File: src/rtl/ls_issue_sched_if.sv
// Bundle of the LSQ, data-cache and CDB signals around the load/store issue scheduler.
// master: scheduler side. slave: environment side (LSQ, data cache, CDB arbiter).
interface ls_issue_sched_if #(
    parameter int unsigned TAGW = 6
);
    // LSQ -> scheduler
    logic            lsq_valid;
    logic            lsq_ready;
    logic            lsq_opcode;
    logic [31:0]     lsq_address;
    logic [31:0]     lsq_data;
    logic [TAGW-1:0] lsq_tag;
    // Scheduler <-> data cache
    logic            dc_req;
    logic            dc_ready;
    logic            dc_opcode;
    logic [31:0]     dc_address;
    logic [31:0]     dc_data;
    logic [TAGW-1:0] dc_tag;
    logic            dc_done;
    logic [31:0]     dc_data_in;
    logic [TAGW-1:0] dc_tag_in;
    logic            dc_ack;
    // Scheduler -> CDB
    logic            cdb_req;
    logic            cdb_grant;
    logic [31:0]     cdb_data;
    logic [TAGW-1:0] cdb_tag;
    // Status
    logic            tag_err;
    logic [15:0]     ld_count;
    logic [15:0]     st_count;

    modport master (
        input  lsq_valid, lsq_opcode, lsq_address, lsq_data, lsq_tag,
        output lsq_ready,
        output dc_req, dc_opcode, dc_address, dc_data, dc_tag, dc_ack,
        input  dc_ready, dc_done, dc_data_in, dc_tag_in,
        output cdb_req, cdb_data, cdb_tag,
        input  cdb_grant,
        output tag_err, ld_count, st_count
    );

    modport slave (
        output lsq_valid, lsq_opcode, lsq_address, lsq_data, lsq_tag,
        input  lsq_ready,
        input  dc_req, dc_opcode, dc_address, dc_data, dc_tag, dc_ack,
        output dc_ready, dc_done, dc_data_in, dc_tag_in,
        input  cdb_req, cdb_data, cdb_tag,
        output cdb_grant,
        input  tag_err, ld_count, st_count
    );
endinterface

File: src/rtl/ls_issue_sched.sv
// Load/store issue scheduler: in-order buffer between the LSQ and the data cache.
// Issues one op at a time, waits for completion, broadcasts load results on the CDB
// and acknowledges the cache. Stores complete without a broadcast.
// Optional completion counters are enabled with the macro LS_ISSUE_STAT_EN.
module ls_issue_sched #(
    parameter int unsigned DEPTH = 4,
    parameter int unsigned TAGW  = 6
) (
    input logic              clk,
    input logic              reset,
    ls_issue_sched_if.master bus
);
    localparam int unsigned AW = $clog2(DEPTH);
    localparam logic [AW:0] FullCnt = (AW+1)'(DEPTH);

    typedef struct packed {
        logic            op;
        logic [31:0]     addr;
        logic [31:0]     data;
        logic [TAGW-1:0] tag;
    } entry_t;

    typedef enum logic [2:0] {StIdle, StReq, StWait, StBcast, StAck} state_e;

    state_e          state_q, state_d;
    entry_t          mem_q [DEPTH];
    entry_t          head;
    logic [AW-1:0]   wr_ptr_q, rd_ptr_q;
    logic [AW:0]     count_q;
    logic            push, pop;
    logic            dc_req, cdb_req, dc_ack;
    logic            dc_op_q;
    logic [31:0]     dc_addr_q, dc_data_q, cdb_data_q;
    logic [TAGW-1:0] dc_tag_q, cdb_tag_q;
    logic            tag_err_q;

    // Ready only from the registered count so it never combinationally depends on a pop
    assign bus.lsq_ready = (count_q != FullCnt);
    assign push          = bus.lsq_valid && bus.lsq_ready;
    assign head          = mem_q[rd_ptr_q];

    // Buffer storage; data needs no reset, validity is tracked by count_q
    always_ff @(posedge clk) begin
        if (push) begin
            mem_q[wr_ptr_q] <= {bus.lsq_opcode, bus.lsq_address, bus.lsq_data, bus.lsq_tag};
        end
    end

    // Circular buffer pointers and occupancy
    always_ff @(posedge clk) begin
        if (reset) begin
            wr_ptr_q <= '0;
            rd_ptr_q <= '0;
            count_q  <= '0;
        end else begin
            if (push) wr_ptr_q <= wr_ptr_q + AW'(1);
            if (pop)  rd_ptr_q <= rd_ptr_q + AW'(1);
            if (push && !pop) begin
                count_q <= count_q + (AW+1)'(1);
            end else if (!push && pop) begin
                count_q <= count_q - (AW+1)'(1);
            end
        end
    end

    // FSM state register
    always_ff @(posedge clk) begin
        if (reset) begin
            state_q <= StIdle;
        end else begin
            state_q <= state_d;
        end
    end

    // Next-state logic and state-decoded handshake outputs
    always_comb begin
        state_d = state_q;
        pop     = 1'b0;
        dc_req  = 1'b0;
        cdb_req = 1'b0;
        dc_ack  = 1'b0;
        unique case (state_q)
            StIdle: begin
                if (count_q != '0) begin
                    pop     = 1'b1;
                    state_d = StReq;
                end
            end
            StReq: begin
                dc_req = 1'b1;
                if (bus.dc_ready) state_d = StWait;
            end
            StWait: begin
                if (bus.dc_done) state_d = dc_op_q ? StAck : StBcast;
            end
            StBcast: begin
                cdb_req = 1'b1;
                if (bus.cdb_grant) state_d = StAck;
            end
            StAck: begin
                dc_ack  = 1'b1;
                state_d = StIdle;
            end
            default: state_d = StIdle;
        endcase
    end

    // Issue/result registers and the sticky tag-mismatch flag
    always_ff @(posedge clk) begin
        if (reset) begin
            dc_op_q    <= 1'b0;
            dc_addr_q  <= '0;
            dc_data_q  <= '0;
            dc_tag_q   <= '0;
            cdb_data_q <= '0;
            cdb_tag_q  <= '0;
            tag_err_q  <= 1'b0;
        end else begin
            if (pop) begin
                dc_op_q   <= head.op;
                dc_addr_q <= head.addr;
                dc_data_q <= head.data;
                dc_tag_q  <= head.tag;
            end
            // dc_done is only meaningful while an op is outstanding
            if (state_q == StWait && bus.dc_done) begin
                if (!dc_op_q) begin
                    cdb_data_q <= bus.dc_data_in;
                    cdb_tag_q  <= bus.dc_tag_in;
                end
                if (bus.dc_tag_in != dc_tag_q) tag_err_q <= 1'b1;
            end
        end
    end

    assign bus.dc_req     = dc_req;
    assign bus.dc_opcode  = dc_op_q;
    assign bus.dc_address = dc_addr_q;
    assign bus.dc_data    = dc_data_q;
    assign bus.dc_tag     = dc_tag_q;
    assign bus.dc_ack     = dc_ack;
    assign bus.cdb_req    = cdb_req;
    assign bus.cdb_data   = cdb_data_q;
    assign bus.cdb_tag    = cdb_tag_q;
    assign bus.tag_err    = tag_err_q;

`ifdef LS_ISSUE_STAT_EN
    logic [15:0] ld_count_q, st_count_q;

    // Saturating completion counters, bumped once per acknowledged op
    always_ff @(posedge clk) begin
        if (reset) begin
            ld_count_q <= '0;
            st_count_q <= '0;
        end else if (state_q == StAck) begin
            if (!dc_op_q && ld_count_q != 16'hFFFF) ld_count_q <= ld_count_q + 16'd1;
            if (dc_op_q && st_count_q != 16'hFFFF)  st_count_q <= st_count_q + 16'd1;
        end
    end

    assign bus.ld_count = ld_count_q;
    assign bus.st_count = st_count_q;
`else
    assign bus.ld_count = '0;
    assign bus.st_count = '0;
`endif
endmodule
File: src/flat_wrapper.sv
// flat-port wrapper written by rule: the top's interface ports become plain ports
module ls_issue_sched_flat 
#(
    parameter int unsigned DEPTH = 4,
    parameter int unsigned TAGW  = 6
)
  (clk, reset, bus_lsq_valid, bus_lsq_opcode, bus_lsq_address, bus_lsq_data, bus_lsq_tag, bus_lsq_ready, bus_dc_req, bus_dc_opcode, bus_dc_address, bus_dc_data, bus_dc_tag, bus_dc_ack, bus_dc_ready, bus_dc_done, bus_dc_data_in, bus_dc_tag_in, bus_cdb_req, bus_cdb_data, bus_cdb_tag, bus_cdb_grant, bus_tag_err, bus_ld_count, bus_st_count);
  ls_issue_sched_if #(.TAGW(TAGW)) bus_i ();
  input logic clk;
  input logic reset;
  input wire logic [$bits(bus_i.lsq_valid)-1:0] bus_lsq_valid;
  input wire logic [$bits(bus_i.lsq_opcode)-1:0] bus_lsq_opcode;
  input wire logic [$bits(bus_i.lsq_address)-1:0] bus_lsq_address;
  input wire logic [$bits(bus_i.lsq_data)-1:0] bus_lsq_data;
  input wire logic [$bits(bus_i.lsq_tag)-1:0] bus_lsq_tag;
  output wire logic [$bits(bus_i.lsq_ready)-1:0] bus_lsq_ready;
  output wire logic [$bits(bus_i.dc_req)-1:0] bus_dc_req;
  output wire logic [$bits(bus_i.dc_opcode)-1:0] bus_dc_opcode;
  output wire logic [$bits(bus_i.dc_address)-1:0] bus_dc_address;
  output wire logic [$bits(bus_i.dc_data)-1:0] bus_dc_data;
  output wire logic [$bits(bus_i.dc_tag)-1:0] bus_dc_tag;
  output wire logic [$bits(bus_i.dc_ack)-1:0] bus_dc_ack;
  input wire logic [$bits(bus_i.dc_ready)-1:0] bus_dc_ready;
  input wire logic [$bits(bus_i.dc_done)-1:0] bus_dc_done;
  input wire logic [$bits(bus_i.dc_data_in)-1:0] bus_dc_data_in;
  input wire logic [$bits(bus_i.dc_tag_in)-1:0] bus_dc_tag_in;
  output wire logic [$bits(bus_i.cdb_req)-1:0] bus_cdb_req;
  output wire logic [$bits(bus_i.cdb_data)-1:0] bus_cdb_data;
  output wire logic [$bits(bus_i.cdb_tag)-1:0] bus_cdb_tag;
  input wire logic [$bits(bus_i.cdb_grant)-1:0] bus_cdb_grant;
  output wire logic [$bits(bus_i.tag_err)-1:0] bus_tag_err;
  output wire logic [$bits(bus_i.ld_count)-1:0] bus_ld_count;
  output wire logic [$bits(bus_i.st_count)-1:0] bus_st_count;
  assign bus_i.lsq_valid = bus_lsq_valid;
  assign bus_i.lsq_opcode = bus_lsq_opcode;
  assign bus_i.lsq_address = bus_lsq_address;
  assign bus_i.lsq_data = bus_lsq_data;
  assign bus_i.lsq_tag = bus_lsq_tag;
  assign bus_lsq_ready = bus_i.lsq_ready;
  assign bus_dc_req = bus_i.dc_req;
  assign bus_dc_opcode = bus_i.dc_opcode;
  assign bus_dc_address = bus_i.dc_address;
  assign bus_dc_data = bus_i.dc_data;
  assign bus_dc_tag = bus_i.dc_tag;
  assign bus_dc_ack = bus_i.dc_ack;
  assign bus_i.dc_ready = bus_dc_ready;
  assign bus_i.dc_done = bus_dc_done;
  assign bus_i.dc_data_in = bus_dc_data_in;
  assign bus_i.dc_tag_in = bus_dc_tag_in;
  assign bus_cdb_req = bus_i.cdb_req;
  assign bus_cdb_data = bus_i.cdb_data;
  assign bus_cdb_tag = bus_i.cdb_tag;
  assign bus_i.cdb_grant = bus_cdb_grant;
  assign bus_tag_err = bus_i.tag_err;
  assign bus_ld_count = bus_i.ld_count;
  assign bus_st_count = bus_i.st_count;
  ls_issue_sched #(.DEPTH(DEPTH), .TAGW(TAGW)) u_core (.clk(clk), .reset(reset), .bus(bus_i));
endmodule
File: config.mk
export PLATFORM = sky130hd
export DESIGN_NAME = ls_issue_sched_flat
export DESIGN_NICKNAME = d
export VERILOG_FILES = /design/src/rtl/ls_issue_sched_if.sv /design/src/rtl/ls_issue_sched.sv /design/src/flat_wrapper.sv
export SDC_FILE = /design/constraint.sdc
export NUM_CORES = 1
export LEC_CHECK = 0
export CORE_MARGIN = 5
export CORE_UTILIZATION = 25
export DETAILED_ROUTE_END_ITERATION = 8
export PLACE_DENSITY = 0.54
export SYNTH_ARGS = -nofsm -noshare
export SYNTH_HDL_FRONTEND = slang
export SYNTH_SLANG_ARGS = --single-unit
export TNS_END_PERCENT = 50
File: constraint.sdc
create_clock -name clk -period 3.7 [get_ports clk]
set_clock_uncertainty 0.2 [all_clocks]
set_input_delay 0.925 -clock clk [delete_from_list [all_inputs] [get_ports clk]]
set_output_delay 0.925 -clock clk [all_outputs]
set_load 0.03 [all_outputs]
## Word level (Yosys, flattened, before mapping)

Memories as Yosys holds them, arrays and structs flattened. A register that Yosys moved wholly into a read port is not among the register bits.
Index checks and enable logic that the tools add are counted.
Widths: inputs -> output; s select.

- Register bits after elaboration: 49
- RAM bits: 284
- Input bits: 115
- Output and inout port bits: 146
- Logic and storage cells: 50
- Memories kept: 1

Memories:

| name | words | bits a word | rd ports | clocked after memory_dff | write ports | line | RTL |
|---|---|---|---|---|---|---|---|
| u_core.mem_q | 4 | 71 | 1 | 1 | 1 | ls_issue_sched.sv:26 | `entry_t mem_q [DEPTH];` |

- $add $sub $neg: 4
- Equal/unequal tests: 10
- Mux-type cells: 15
- Bitwise gates (word level): 1
- Reduce and logical (&&, ||, !) cells: 12

Operators by type and width:

| operator | count |
|---|---|
| $mux 3 | 7 |
| $pmux 3 s4 | 1 |
| $mux 1 | 7 |
| $eq 3x2->1 const B | 2 |
| $ne 2x2->1 const B | 3 |
| $ne 6x6->1 | 1 |
| $add 2x1->2 const B | 2 |
| $logic_and 1x1->1 | 4 |
| $reduce_and 2->1 | 2 |
| $reduce_and 4->1 | 1 |
| $add 3x1->3 const B | 1 |
| $eq 3x1->1 const B | 1 |
| $eq 3x3->1 const B | 1 |
| $logic_not 3->1 | 1 |
| $ne 3x3->1 const B | 1 |
| $reduce_bool 3->1 | 1 |
| $sub 3x1->3 const B | 1 |
| $logic_not 1->1 | 2 |
| $ne 2x1->1 const B | 1 |
| $reduce_bool 2->1 | 1 |
| $not 1->1 | 1 |

## Longest topological paths before layout

Gate-level depths: netlist of the first run.

- Word-level depth: 6
- Mapped depth: 10
- Gate-level depth less buffers: 8

## Worst setup path before layout of the first run

OpenSTA, ideal clock, no wires.

- Kind: input to register
- From: in bus_lsq_valid
- To: mem u_core.mem_q[3][0] in the netlist's numbering, enable pin
- Setup time: 437 ps
- Data arrival time: 2637 ps
- Data required time: 3063 ps
- Path slack: 425 ps
- Cell stages on the path: 1
- Path buffers: 0
- Cells stage by stage: and3_1

- Word-level cells in the longest chain between the ends: 3

RTL lines:

| element | line | RTL |
|---|---|---|
| from (decl) | flat_wrapper.sv:11 | `input wire logic [$bits(bus_i.lsq_valid)-1:0] bus_lsq_valid;` |
| $logic_and 1x1->1 | ls_issue_sched.sv:39 | `assign push = bus.lsq_valid && bus.lsq_ready;` |
| $mux 1 | ls_issue_sched.sv:44 | `if (push) begin` |
| $mux 1 (implied by the code) | ls_issue_sched.sv:45 | `mem_q[wr_ptr_q] <= {bus.lsq_opcode, bus.lsq_address, bus.lsq_data, bus.lsq_tag};` |
| to (decl) | ls_issue_sched.sv:26 |  |

No other way between the ends.

## Worst setup path after layout of the first run

- From: reg u_core.count_q[2]
- To: out bus_lsq_ready

- Word-level cells in the longest chain between the ends: 1

RTL lines:

| element | line | RTL |
|---|---|---|
| from (decl) | ls_issue_sched.sv:29 | `logic [AW:0] count_q;` |
| from (signal assigned) | ls_issue_sched.sv:59 | `count_q <= count_q + (AW+1)'(1);` |
| from (signal assigned) | ls_issue_sched.sv:61 | `count_q <= count_q - (AW+1)'(1);` |
| $ne 3x3->1 | ls_issue_sched.sv:38 | `assign bus.lsq_ready = (count_q != FullCnt);` |
| to (decl) | flat_wrapper.sv:16 | `output wire logic [$bits(bus_i.lsq_ready)-1:0] bus_lsq_ready;` |

No other way between the ends.

==> results.toml, run 1 <==
[detailed_routing]
drc_errors = 0
vias = 9292
routed_wl_um = 41200
drtIter0Drc = 591
dr.pass1.iters = 6
wl_per_cell_um = 20.3
viasPerCell = 4.58
postRouteAntennaNets = 0

[logic_synthesis]
synth_largest_area_cell = "edfxtp_1"
syn_avg_cell_area_sq_um = 15.5
synth-simple-area-share_pct = 5.00
yosys-top-cells-area = "edfxtp_1 56%, dfxtp_1 16%, mux4_2 10%"
netlist_instances = 989
synthMuxAreaShare_pct = 10.7
synth_compound_area_share_pct = 7.77
synth_xor_area_share_pct = 0.458
synth_top_family_by_area = "multiplexers"
synthAdderAreaFrac_pct = 0.540
yosys_warnings = 0
synth_area_sq_um = 15300
yosysTopAreaCellShare_pct = 55.7
ys_seq_elements = 404
synth_cell_types = 42
ys_seq_area_share_pct = 71.4
async_reset_ff_share_pct = 0
synth-main-ff-cell = "edfxtp_1"
synth_edf_count = 284

[floorplanning]
std_cell_rows = 90
io-pin-count = 261
die_w_um = 257
dieArea_sq_um = 66300
core_area_sq_um = 60500
initial_core_util_pct = 25.3
die_y_um = 257

[cts]
postCtsResizedCells = 0
path_clk_slew_ps = 60
h-tree-depth = 2
clock-sinks = 404
clk_latency_ps = 570
ctsHoldBuffers = 0
numCtsBuffers = 46
cts_tree = "done"
post_cts_buffers = 0
cts_buffer_depth = 3
root_buffer = "clkbuf_16"

[global_routing]
antenna_found_initial = 6
grt-ovfl-total = 0
grtUsageTotal_pct = 12.1
grt_pass1_wl_um = 62100
grt_pass1_vias = 9785
grt_max_degree = 75

[finish]
final_common_cell = "edfxtp_1"
fillers = 5901
drive_gt1_share_pct = 14.1
fin_nets = 1328
area_growth_syn_to_layout_pct = 29.9
mostFrequentLayoutCells = "284 x edfxtp_1, 227 x clkdlybuf4s50_1, 118 x dfxtp_1"

[flow_run]
maxCapViolations = 0

[critical_path]
cp-end-kind = "output pin"
cp.required_ps = 2570
path_class = "flip-flop to output pin"
worstPathArrival_ps = 2290
path_max_fanout = 7
crit_path_start_kind = "flip-flop"
r2r_cells = 8

[sta]
tightestPinTransition_ps = 1180
final-max-slew-violation-count = 0
timing.final.crit_share_pct = 92.2
finalWorstSetupSlack_ps = 288
slew_headroom_pct = 20.9
finalSetupViolations = 0
fmax_mhz = 293
rsz0062_at_grt = "no"
hold_slack_ps = 275
hold_violations = 0
min_period_ps = 3410
fin_setup_tns_ps = 0

[place]
io_buffers = 228
place_congestion = 0.743
dp_hpwl_um = 23500
post-place-ws_ps = 420

[power_and_ir_drop]
p_leak_nw = 6.32
ir_drop_mv = 0.404
pwr_density_cell_nw_per_um2 = 766

[min_path]
hp-class = "flip-flop to flip-flop"
hold_depth = 2

[outcome]
status = "completed"
-- registers in the layout (all words and copies together), names as in the netlist --
| signal | cells |
|---|---|
| u_core.mem_q | 284 |
| u_core.bus.cdb_data | 32 |
| u_core.bus.dc_address | 32 |
| u_core.bus.dc_data | 32 |
| u_core.bus.cdb_tag | 6 |
| u_core.bus.dc_tag | 6 |
| u_core.count_q | 3 |
| u_core.state_q | 3 |
| u_core.rd_ptr_q | 2 |
| u_core.wr_ptr_q | 2 |
| u_core.bus.dc_opcode | 1 |
| u_core.bus.tag_err | 1 |
-- critical path: stages, from the launching register on --
cell and delay [ps]:
dfxtp_1 420, nor3b_1 400, inv_1 240, clkdlybuf4s50_1 670
-- power by group --
group / total (mW) / internal (mW) / switching [mW]
Combinational: 4.69 / 1.87 / 2.83
Clock: 4.56 / 2.73 / 1.84
Sequential: 5.98 / 5.50 / 0.476
-- path summary, 6_finish.rpt --
| check | start | end | slack, ps |
|---|---|---|---|
| setup / recovery | u_core.count_q[2]$_SDFFE_PP0P_ | bus_lsq_ready | 290 |
| hold / removal | u_core.bus.dc_data[12]$_SDFFE_PP0P_ | u_core.bus.dc_data[12]$_SDFFE_PP0P_ | 270 |
| setup reg to reg | u_core.count_q[0]$_SDFFE_PP0P_ | u_core.count_q[2]$_SDFFE_PP0P_ | 1030 |
| hold reg to reg | u_core.bus.dc_data[12]$_SDFFE_PP0P_ | u_core.bus.dc_data[12]$_SDFFE_PP0P_ | 270 |
-- per-layer routing --
metal	GRT usage, %	vias up	wire length [um]
met4	2.71	4	795
met1	15.3	4711	17800
met2	20.3	316	19500
li1	-	4200	-
met5	0	-	18
met3	3.89	61	3150
-- Yosys cell counts (all sizes together), types with 2 or more instances --
master	number
edfxtp	284
dfxtp	120
a21oi	113
o21ai	113
nand3	112
mux4	71
buf	62
clkbuf	48
inv	8
xor2	8
nor2	7
ha	5
and3	4
nand2	4
or3	4
nor2b	3
nor3	3
and2	2
mux2	2
nor3b	2
-- logic make-up after synthesis --
family          count (synthesis)
other cells                     1
fa+ha+maj                       6
compound gates                233
buf+inv                       118
xor+xnor                        8
simple gates                  145
mux                            74
flops                         404
-- metrics by stage --
step	cell area (sq um)	power (mW)	util, %	instances
after global routing	19900	16.1	32.9	2026
after global placement	18300	10.9	30.3	1941
after CTS	19900	15.6	32.9	2026
after floorplan	15400	8.97	-	1020
after detailed placement	18300	10.9	30.3	1941
final	19900	15.2	32.9	2029
-- final cells by class --
cell class	instances	area [sq um]	area share [%]
clock inverters	20	238	1.20
flip-flops and latches	404	10900	55.0
well taps	782	978	4.92
inverters	8	30.0	0.151
multi-input cells	498	3900	19.6
clock buffers	65	1290	6.50
repair buffers	249	2500	12.6
diodes	3	7.51	0.0378
Note: power is estimated with default switching activity, not from simulation.
==> run 2: changes to the inputs <==
--- a/config.mk
+++ b/config.mk
@@ -5,7 +5,7 @@
 export SDC_FILE = /design/constraint.sdc
 export NUM_CORES = 1
 export LEC_CHECK = 0
-export CORE_MARGIN = 5
+export CORE_MARGIN = 4
 export CORE_UTILIZATION = 25
 export DETAILED_ROUTE_END_ITERATION = 8
 export PLACE_DENSITY = 0.54
==> run 2 against run 1 <==
Compared with the run above: sequential share of layout area barely moved; critical path depth did not move; utilization barely moved; total power fell by 0.44%; setup slack improved by 18 ps; sequential power fell by 0.8%; worst hold slack barely moved; clock power fell by 1%; design area barely moved; combinational power barely moved; first-iteration DRC count fell by 19%.
==> results.toml, run 2 (synthesis results as in run 1) <==
[finish]
final_area_sq_um = 19900
instances_no_fill = 2026
fin_util_pct = 32.9
final_common_cell = "edfxtp_1"
largest_reg_flops = 284
top_register = "u_core.mem_q"
ff_latch_area_sq_um = 10900
fillers = 5859
fin_nets = 1323
mostFrequentLayoutCells = "284 x edfxtp_1, 227 x clkdlybuf4s50_1, 118 x dfxtp_1"
drive_gt1_share_pct = 13.7
area_growth_syn_to_layout_pct = 29.9
multi_input_area_sq_um = 3900

[floorplanning]
core_area_sq_um = 60500
die_y_um = 255
initial_core_util_pct = 25.3
io-pin-count = 261
die_w_um = 255
dieArea_sq_um = 65200
std_cell_rows = 90

[sta]
min_period_ps = 3390
tightestPinTransition_ps = 1160
hold_slack_ps = 275
hold_violations = 0
finalSetupViolations = 0
finalWorstSetupSlack_ps = 306
final-max-slew-violation-count = 0
fin_setup_tns_ps = 0
fmax_mhz = 295
rsz0062_at_grt = "no"
timing.final.crit_share_pct = 91.7
slew_headroom_pct = 22.3

[min_path]
hp-class = "flip-flop to flip-flop"
whs_endpoint = "u_core.bus.dc_address[28]$_SDFFE_PP0P_"
worstHoldStart = "u_core.bus.dc_address[28]$_SDFFE_PP0P_"
hold_depth = 2

[cts]
post_cts_buffers = 0
ctsHoldBuffers = 0
postCtsResizedCells = 0
path_clk_slew_ps = 60
clk_latency_ps = 560
clock-sinks = 404
root_buffer = "clkbuf_16"
cts_tree = "done"
numCtsBuffers = 46
h-tree-depth = 2
cts_buffer_depth = 3

[power_and_ir_drop]
pwr_density_cell_nw_per_um2 = 763
p_leak_nw = 6.30
p_total_mw = 15.2
ir_drop_mv = 0.393

[global_routing]
grt_pass1_wl_um = 61900
grt_max_degree = 75
grt_pass1_vias = 9674
antenna_found_initial = 9
grtUsageTotal_pct = 12.3
grt-ovfl-total = 0

[critical_path]
r2r-start = "u_core.count_q[0]$_SDFFE_PP0P_"
crit_slowest_cell = "clkdlybuf4s50_1"
crit_path_start_kind = "flip-flop"
path_cells = "nor3b_1 > inv_1 > clkdlybuf4s50_1"
r2r_cells = 8
cp-end-kind = "output pin"
cp-startpoint = "u_core.count_q[2]$_SDFFE_PP0P_"
cp.required_ps = 2570
max_stage_delay_ps = 690
path_max_fanout = 7
path_class = "flip-flop to output pin"
reg2reg_slack_ps = 1350
worstPathArrival_ps = 2270
r2r_end = "u_core.count_q[2]$_SDFFE_PP0P_"

[flow_run]
maxCapViolations = 0

[detailed_routing]
vias = 9267
viasPerCell = 4.57
wl_per_cell_um = 20.1
routed_wl_um = 40700
drtIter0Drc = 481
drc_errors = 0
postRouteAntennaNets = 0
dr.pass1.iters = 5

[place]
place_congestion = 0.755
io_buffers = 228
post-place-ws_ps = 453
dp.cells = 1936
dp_hpwl_um = 23200
placed_area_sq_um = 18300

[outcome]
status = "completed"
[run 2: cell types whose count changed in the layout (fill, tap and decap cells not counted), sizes merged]
cell / previous run / this run
clkbuf: 65 / 67
bufinv: 4 / 3
clkinv: 13 / 11
inv: 10 / 11
buf: 22 / 17
clkinvlp: 1 / 2
diode: 3 / 4
[run 2: worst max path at each step]
stage | slack [ps] | depth (start not counted) | to
2_1_floorplan | 430 | 1 | u_core.mem_q[3][0]$_DFFE_PP_
3_3_place_gp | 430 | 9 | u_core.count_q[2]$_SDFFE_PP0P_
3_5_place_dp | 450 | 9 | u_core.count_q[2]$_SDFFE_PP0P_
4_1_cts | 250 | 3 | bus_lsq_ready
5_1_grt | 170 | 3 | bus_lsq_ready
6_report | 310 | 3 | bus_lsq_ready
[run 2: layout make-up]
class                   count  area share (%)
clock inverters            19           0.995
multi-input cells         498            19.6
flip-flops and latches    404            55.0
repair buffers            244            12.6
diodes                      4          0.0504
well taps                 782            4.92
clock buffers              67            6.65
inverters                   8           0.151
[run 2: critical path: cells and delay by family (launching register included)]
kind / cells / cell delay [ps]
DFF: 1 / 410
buffers and inverters: 2 / 900
and+or+nand+nor: 1 / 400
[run 2: metal layers]
layer	wire length, um	part of all wire, %	global-route usage, %	vias up
li1	-	-	-	4211
met1	18000	44	16.0	4661
met2	18600	46	19.7	316
met3	3200	7.9	4.38	69
met4	860	2.1	3.00	10
met5	59	0.14	0	-
[run 2: power by group]
part / switching [mW] / internal [mW] / leakage, nW / total, mW
clock network: 1.81 / 2.70 / 0.743 / 4.51
logic: 2.86 / 1.87 / 1.98 / 4.72
registers: 0.432 / 5.50 / 3.58 / 5.93
==> run 3: changes to the inputs <==
--- a/config.mk
+++ b/config.mk
@@ -5,10 +5,11 @@
 export SDC_FILE = /design/constraint.sdc
 export NUM_CORES = 1
 export LEC_CHECK = 0
+export ABC_AREA = 1
 export CORE_MARGIN = 4
 export CORE_UTILIZATION = 25
 export DETAILED_ROUTE_END_ITERATION = 8
-export PLACE_DENSITY = 0.54
+export PLACE_DENSITY_LB_ADDON = 0.05
 export SYNTH_ARGS = -nofsm -noshare
 export SYNTH_HDL_FRONTEND = slang
 export SYNTH_SLANG_ARGS = --single-unit
==> run 3 against run 2 <==
Compared with the run above: flip-flop and latch count is the same; critical path depth grew 1; total power grew 5.2%; first-iteration DRC count grew 20%; utilization grew 0.17 points; setup slack gained 310 ps; count of clock-buffer cells in the layout grew 11; critical path type unchanged; largest cell class unchanged; largest power group unchanged.
==> results.toml, run 3 <==
[logic_synthesis]
synth-main-ff-cell = "edfxtp_1"
netlist_instances = 1393
yosysTopAreaCellShare_pct = 55.2
synth_edf_count = 284
synth_cell_types = 25
yosys_warnings = 0
ys_seq_elements = 404
synth_most_common_cell = "nor2_1"
ys_seq_area_share_pct = 70.8
synth_largest_area_cell = "edfxtp_1"
async_reset_ff_share_pct = 0
yosys-top-cells-area = "edfxtp_1 55%, dfxtp_1 16%, nor2_1 9.2%"
synthTopCellsByCount = "380 x nor2_1, 284 x edfxtp_1, 236 x o21ai_0, 120 x dfxtp_1, 59 x nand2_1"
synth_area_sq_um = 15400
syn_avg_cell_area_sq_um = 11.1

[detailed_routing]
wl_per_cell_um = 18.2
viasPerCell = 4.31
dr.pass1.iters = 4
drc_errors = 0
drtIter0Drc = 578
vias = 10500
routed_wl_um = 44300
postRouteAntennaNets = 0

[finish]
largest_reg_flops = 284
area_growth_syn_to_layout_pct = 29.9
final_area_sq_um = 20100
drive_gt1_share_pct = 6.77
instances_no_fill = 2439
fin_nets = 1735
mostFrequentLayoutCells = "376 x nor2_1, 284 x edfxtp_1, 236 x o21ai_0"
top_register = "u_core.mem_q"
final_common_cell = "nor2_1"
fin_util_pct = 33.0

[floorplanning]
die_y_um = 257
std_cell_rows = 90
core_area_sq_um = 60700
die_w_um = 257
dieArea_sq_um = 65800
initial_core_util_pct = 25.4
io-pin-count = 261

[sta]
finalWorstSetupSlack_ps = 614
hold_slack_ps = 254
tightestPinTransition_ps = 970
min_period_ps = 3090
slew_headroom_pct = 35.3
fin_setup_tns_ps = 0
rsz0062_at_grt = "no"
final-max-slew-violation-count = 0
hold_violations = 0
finalSetupViolations = 0
timing.final.crit_share_pct = 83.4
fmax_mhz = 324

[critical_path]
crit_slowest_cell = "clkdlybuf4s50_1"
max_stage_delay_ps = 690
cp.required_ps = 2570
path_class = "flip-flop to output pin"
path_cells = "inv_2 > nand3_1 > inv_1 > clkdlybuf4s50_1"
crit_path_start_kind = "flip-flop"
worstPathArrival_ps = 1960
reg2reg_slack_ps = 1370
cp_top_family = "buffers and inverters"
path_buf_inv = 3
cp-end-kind = "output pin"
path_max_fanout = 6

[min_path]
hp-class = "flip-flop to flip-flop"

[outcome]
status = "completed"

[place]
post-place-ws_ps = 776
dp_hpwl_um = 26000
placed_area_sq_um = 18500
io_buffers = 228
dp.cells = 2345
place_congestion = 0.690

[global_routing]
grt-ovfl-total = 0
grt_max_degree = 83
grt_pass1_vias = 10500
antenna_found_initial = 9
grtUsageTotal_pct = 13.1
grt_pass1_wl_um = 67000

[flow_run]
maxCapViolations = 0

[cts]
numCtsBuffers = 49
path_clk_slew_ps = 50
cts_tree = "done"
postCtsResizedCells = 0
cts_buffer_depth = 3
clk_latency_ps = 570
root_buffer = "clkbuf_16"
post_cts_buffers = 0
clock-sinks = 404
ctsHoldBuffers = 0
h-tree-depth = 2

[power_and_ir_drop]
pwr_density_cell_nw_per_um2 = 796
ir_drop_mv = 0.333
p_total_mw = 16.0
p_leak_nw = 6.96
-- run 3: worst min-delay path: cells and delay by family (launching register included) --
family / cells / cell delay (ps)
buffers and inverters: 1 / 50
AOI/OAI and AO/OA: 1 / 50
DFF: 1 / 300
-- run 3: path summary, 6_finish.rpt --
path / from / endpoint / depth (start not counted)
max: u_core.state_q[1]$_SDFFE_PP0P_ / bus_dc_req / 4
min: u_core.bus.tag_err$_SDFFE_PP0P_ / u_core.bus.tag_err$_SDFFE_PP0P_ / 2
max reg2reg: u_core.count_q[0]$_SDFFE_PP0P_ / u_core.count_q[1]$_SDFFE_PP0P_ / 8
min reg2reg: u_core.bus.tag_err$_SDFFE_PP0P_ / u_core.bus.tag_err$_SDFFE_PP0P_ / 2
-- run 3: routing by layer --
metal,wire [um],part of all wire [%],GRT usage (%)
met4,1030,2.3,4.05
met1,20700,47,17.5
met2,20100,45,20.8
met3,2380,5.4,3.37
met5,82,0.19,0
-- run 3: final cells by class --
cell class	count	area, sq um
inverter	36	139
clock inverter	14	98.8
timing repair buffer	256	2570
tap	782	978
multi-input combinational	867	3870
antenna	2	5.00
sequential	404	10900
clock buffer	78	1460
fill	6090	40600
-- run 3: report_power, final --
part	leakage, nW	total (mW)	switching (mW)	internal (mW)
Clock	0.757	4.61	1.85	2.76
Combinational	2.61	5.34	3.61	1.73
Sequential	3.59	6.02	0.379	5.64
-- run 3: cell families after synthesis --
| logic type | Yosys count | share of synthesized area, % |
|---|---|---|
| compound gates | 342 | 11.1 |
| fa+ha+maj | 6 | 0.535 |
| buf+inv | 153 | 5.19 |
| flops | 404 | 70.8 |
| other cells | 1 | 0.0243 |
| simple gates | 487 | 12.4 |
